## src/rtl/des_serial_paral.sv

```systemverilog
// Serial-to-parallel deserializer: rebuilds N-bit words from an LSB-first bit
// stream and holds each one on Q under a V/R handshake, with sticky OV/FE flags.
module des_serial_paral #(
  parameter int N  = 4,
  parameter int CW = 4
) (
  input  logic          CK,
  input  logic          CL,
  input  logic          SE,
  input  logic          EN,
  input  logic          SY,
  input  logic          R,
  input  logic          CF,
  output logic [N-1:0]  Q,
  output logic          V,
  output logic          OV,
  output logic          FE,
  output logic [CW-1:0] BC
);

  localparam logic [0:0] IDLE = 1'b0;
  localparam logic [0:0] RECV = 1'b1;

  logic [0:0]    state_q, state_d;
  logic [N-1:0]  s_q, s_d;
  logic [N-1:0]  q_q, q_d;
  logic [CW-1:0] bc_q, bc_d;
  logic          v_q, v_d;
  logic          ov_q, ov_d;
  logic          fe_q, fe_d;
  logic [N-1:0]  shifted;
  logic          word_done;
  logic          ov_set;
  logic          fe_set;

  assign shifted = {SE, s_q[N-1:1]};

  always_comb begin
    state_d   = state_q;
    s_d       = s_q;
    bc_d      = bc_q;
    word_done = 1'b0;
    fe_set    = 1'b0;
    if (EN) begin
      case (state_q)
        IDLE: begin
          if (SY) begin
            s_d     = shifted;
            bc_d    = CW'(1);
            state_d = RECV;
          end
        end
        default: begin
          if (SY) begin
            s_d    = shifted;
            bc_d   = CW'(1);
            fe_set = (bc_q != '0);
          end else if (bc_q == CW'(N - 1)) begin
            s_d       = shifted;
            bc_d      = '0;
            word_done = 1'b1;
          end else begin
            s_d  = shifted;
            bc_d = bc_q + CW'(1);
          end
        end
      endcase
    end
  end

  // A completing word is accepted when the holding register is empty or is
  // being drained on this same edge; otherwise it is dropped as an overrun.
  always_comb begin
    q_d    = q_q;
    v_d    = v_q;
    ov_set = 1'b0;
    if (word_done) begin
      if (!v_q || R) begin
        q_d = shifted;
        v_d = 1'b1;
      end else begin
        ov_set = 1'b1;
      end
    end else if (v_q && R) begin
      v_d = 1'b0;
    end
    ov_d = ov_set | (ov_q & ~CF);
    fe_d = fe_set | (fe_q & ~CF);
  end

  always_ff @(posedge CK or posedge CL) begin
    if (CL) begin
      state_q <= IDLE;
      s_q     <= '0;
      q_q     <= '0;
      bc_q    <= '0;
      v_q     <= 1'b0;
      ov_q    <= 1'b0;
      fe_q    <= 1'b0;
    end else begin
      state_q <= state_d;
      s_q     <= s_d;
      q_q     <= q_d;
      bc_q    <= bc_d;
      v_q     <= v_d;
      ov_q    <= ov_d;
      fe_q    <= fe_d;
    end
  end

  assign Q  = q_q;
  assign V  = v_q;
  assign OV = ov_q;
  assign FE = fe_q;
  assign BC = bc_q;

endmodule
```

## config.mk

```make
export PLATFORM = sky130hd
export DESIGN_NAME = des_serial_paral
export DESIGN_NICKNAME = d
export VERILOG_FILES = /design/src/rtl/des_serial_paral.sv
export SDC_FILE = /design/constraint.sdc
export NUM_CORES = 1
export LEC_CHECK = 0
export ABC_AREA = 0
export CAP_MARGIN = 40
export CORE_ASPECT_RATIO = 1.25
export CORE_UTILIZATION = 35
export DETAILED_ROUTE_END_ITERATION = 8
export GPL_TIMING_DRIVEN = 0
export HOLD_SLACK_MARGIN = 0.1
export SYNTH_ARGS = -nofsm -noshare
export SYNTH_HDL_FRONTEND = slang
export SYNTH_SLANG_ARGS = --single-unit
```

## constraint.sdc

```tcl
create_clock -name CK -period 3.7 [get_ports CK]
set_clock_uncertainty 0.15 [all_clocks]
set_input_delay 0.925 -clock CK [delete_from_list [all_inputs] [get_ports CK]]
set_output_delay 0.925 -clock CK [all_outputs]
set_load 0.01 [all_outputs]
```

After elaboration in Yosys (flattened, before gate mapping) --
Index checks and enable logic that the tools add are counted.
Word-level totals: register bits 16, latch bits 0, RAM bits 0, bits in read-only memories 0, input bits 7, output and inout bits 11, logic and storage cells 44, memories kept 0
Cells by class: add/sub/neg operators 1, multiply operators 0, divide/modulo/power cells 0, order comparisons 0, equality and inequality tests 2, shift operators 0, multiplexer cells 20, bitwise gates (word level) 5, reduce and logical (&&, ||, !) cells 9
Operators by type and width (number):
- 4-bit 2-to-1 mux | 6
- 1-bit 2-to-1 mux | 14
- 2-bit AND reduction | 3
- 4-bit by 1-bit adder with 4-bit output (second input constant) | 1
- 4-bit by 2-bit equality test with 1-bit output (second input constant) | 1
- 2-bit nonzero test | 2
- 4-bit nonzero test | 1
- 1-bit AND | 2
- 2-bit by 1-bit inequality test with 1-bit output (second input constant) | 1
- 1-bit bitwise OR | 2
- 1-bit logical AND | 1
- 1-bit zero test | 1
- 1-bit logical OR | 1
- 1-bit inverter | 1

Longest topological paths before layout --
depth after elaboration 7, gate-level depth with buffers 4, depth with buffers taken out 4

Worst setup path before layout --
No wires, ideal clock.
path type in2reg, start input SY, end register s_q[1], setup time 0.125 ns, arrival 1.738 ns, required time 3.425 ns, path slack 1.687 ns, stages on the path 3, path buffers 1, cell sequence buf_6 o21ai_0 mux2_2
On the way: word-level cells in the longest chain between the ends 2
Ends and longest elaborated chain:
- start, declared | line 11 | input logic SY,
- 2-bit nonzero test (no source line)
- 2-bit AND reduction (no source line)
- end signal, assigned | line 94 | s_q <= '0;
- end signal, assigned | line 102 | s_q <= s_d;
- end, declared | line 25 | logic [N-1:0] s_q, s_d;
Every way passes these cells. A chain may end at the register's enable or synchronous reset.

Final worst setup path --
start register bc_q[0], in the netlist BC[0], end output BC[0]
RTL lines:
- start, declared | line 27 | logic [CW-1:0] bc_q, bc_d;
- start signal, assigned | line 96 | bc_q <= '0;
- start signal, assigned | line 104 | bc_q <= bc_d;
- end, declared | line 18 | output logic [CW-1:0] BC
No word-level cell between the ends.

==> results.toml <==
[global_route]
gr-total-overflow = 0
grt_use_total = 0.134
grt_pass1_vias = 472
antenna_found_initial = 0
grt_pass1_wl_um = 2110
grt_max_degree = 16

[drt]
dr.first_iter.drc_count = 1
num_vias = 487
wire_per_inst_um = 13.4
firstDrtPassIters = 2
via_per_inst = 5.13
wl_um = 1270
final_antenna_net_count = 0
drc_errors = 0

[floorplanning]
core_area_um2 = 1810
rows = 17
fp.dieH_um = 51.4
start_util = 0.377
ios = 18
dieArea_um2 = 2130
die_w_um = 41.5

[place]
place_hpwl_um = 935
gp_congestion = 0.722
place_inst = 91
io_buffer_count = 15

[cells_and_area]
fin_nets = 86
antenna_cells_inserted = 0
area_growth_syn_to_layout_pct = 29.4
nFillCells = 173
drive_above_1_share = 0.184
fin_cells = 95

[clocking]
insertion_delay_ns = 0.28
postCtsHoldBufs = 0
clock_sinks = 15
clockRootBuffer = "clkbuf_4"
cts_buffers = 3
clkTransAtPathRegs_ns = 0.08
cts_buffer_depth = 2
tritoncts = "yes"
cts_setup_buffers = 0
post_cts_resized = 0
h-tree-depth = 1

[worst_setup_path]
startpoint_type = "flop"
crit_type = "reg -> out"
critPathBufInv = 1
timing.critical_path.fanout_max = 6
crit_path_end_kind = "output port"
slowest_stage = "clkdlybuf4s50_1"
crit_family = "buffers and inverters"
required_ns = 2.62
path_cells = "clkdlybuf4s50_1"
slowest_delay_ns = 0.57
arrival_ns = 1.28

[timing]
period_minus_slack_ns = 2.36
finalHoldViolCount = 0
tns_ns = 0
period_share = 0.637
finalMaxSlewViolations = 0
max_freq_ghz = 0.425
slew_headroom = 0.620
tightest_slew_ns = 0.569
grt_setup_unrepaired = "no"
setup_viol = 0

[synthesis]
ys_seq_elements = 15
yosys-top-cells-count = "dfrtp_1, mux2_2, nand2_1, inv_1, o21ai_0"
netlist.area_leader.share = 0.550
yosysMostFrequentCell = "dfrtp_1"
synth_edf_count = 0
yosys.area.top_type = "dfrtp_1"
synth-main-ff-cell = "dfrtp_1"
synth_area_leaders = "dfrtp_1, mux2_2, ha_1, o21ai_0, nand2_1"
synthesis.area_um2 = 682
ys_warn_count = 0
synthesis.nets = 66
syn_avg_cell_area_um2 = 12.0
syn_inst = 57
yosysSeqAreaShare = 0.550
async_reset_ff_frac = 1.00
synthDistinctLibCells = 21

[outcome]
outcome = "finished, final reports clean"

[pwr]
p_leak_nw = 0.394
pwr_density_cell_nw_per_um2 = 507
p_total_mw = 0.447
ir_drop_mv = 0.316

[worst_hold_path]
holdCritPathClass = "reg -> reg"

[job]
maxCapViolations = 0
[metrics by stage]
stage	cell area (um2)	hold WS, ns	utilization	setup WS [ns]
finish	882	0.357	0.488	1.34
detailed placement	856	0.345	0.473	1.42
CTS	882	0.366	0.488	1.33
floorplan	682	0.325	-	1.69
global route	882	0.389	0.488	1.29
global placement	856	0.336	0.473	1.43
[layout by cell type, fill, tap and decap left out]
master	Yosys	layout
a211oi_1	1	1
a21o_1	1	1
a21oi_1	1	1
a221o_1	1	1
a32o_1	1	1
a41o_1	1	1
and4_1	1	1
and4b_2	1	1
buf_2	1	1
buf_6	1	1
clkbuf_1	0	1
clkbuf_4	0	3
clkdlybuf4s50_1	0	15
dfrtp_1	15	15
ha_1	2	2
inv_1	5	5
mux2_2	7	7
nand2_1	6	6
nand2b_1	2	2
nand3_4	1	1
nor2_1	2	2
nor2b_1	1	1
o21ai_0	5	5
o22ai_1	1	1
[area by class of cell]
cell class                      count  area, um2  share of cell area
Sequential cell                    15        375               0.426
Multi-Input combinational cell     35        272               0.308
Timing Repair Buffer               15        150               0.170
Clock buffer                        4       26.3              0.0298
Tap cell                           19       23.8              0.0270
Inverter                            5       18.8              0.0213
Buffer                              2       16.3              0.0184
[per-layer routing]
metal | share of wire | global-route usage
met3 | 0.053 | 0.0389
met5 | 0 | 0
met1 | 0.45 | 0.172
met2 | 0.50 | 0.198
met4 | 0 | 0.0806
[cell families after synthesis]
| kind of cell | count (synthesis) | share of synthesized area |
|---|---|---|
| AOI/OAI and AO/OA | 12 | 0.119 |
| adders and majority gates | 2 | 0.0367 |
| buffers and inverters | 7 | 0.0514 |
| DFF | 15 | 0.550 |
| muxes | 7 | 0.116 |
| and+or+nand+nor | 14 | 0.127 |
[path summary, 6_finish.rpt]
kind / to / from / slack (ns) / cells after the start
setup reg to reg: Q[0] / BC[0] / 2.03 / 4
hold reg to reg: s_q[1] / s_q[1] / 0.36 / 1
min in group asynchronous: state_q / CL / 0.84 / 2
hold / removal: s_q[1] / s_q[1] / 0.36 / 1
setup / recovery: BC[0] / BC[0] / 1.34 / 1
max in group asynchronous: BC[1] / CL / 2.19 / 2
[state kept, by name, summed over array words and instances, names as in the netlist]
name and count:
OV 1, s_q 3, V 1, FE 1, BC 4, state_q 1, Q 4
[power by group]
| part | switching [mW] | internal [mW] | leakage, nW |
|---|---|---|---|
| logic | 0.0500 | 0.0844 | 0.193 |
| clock network | 0.0523 | 0.0418 | 0.0150 |
| registers | 0.0212 | 0.198 | 0.186 |
Note: power is estimated with default switching activity, not from simulation.
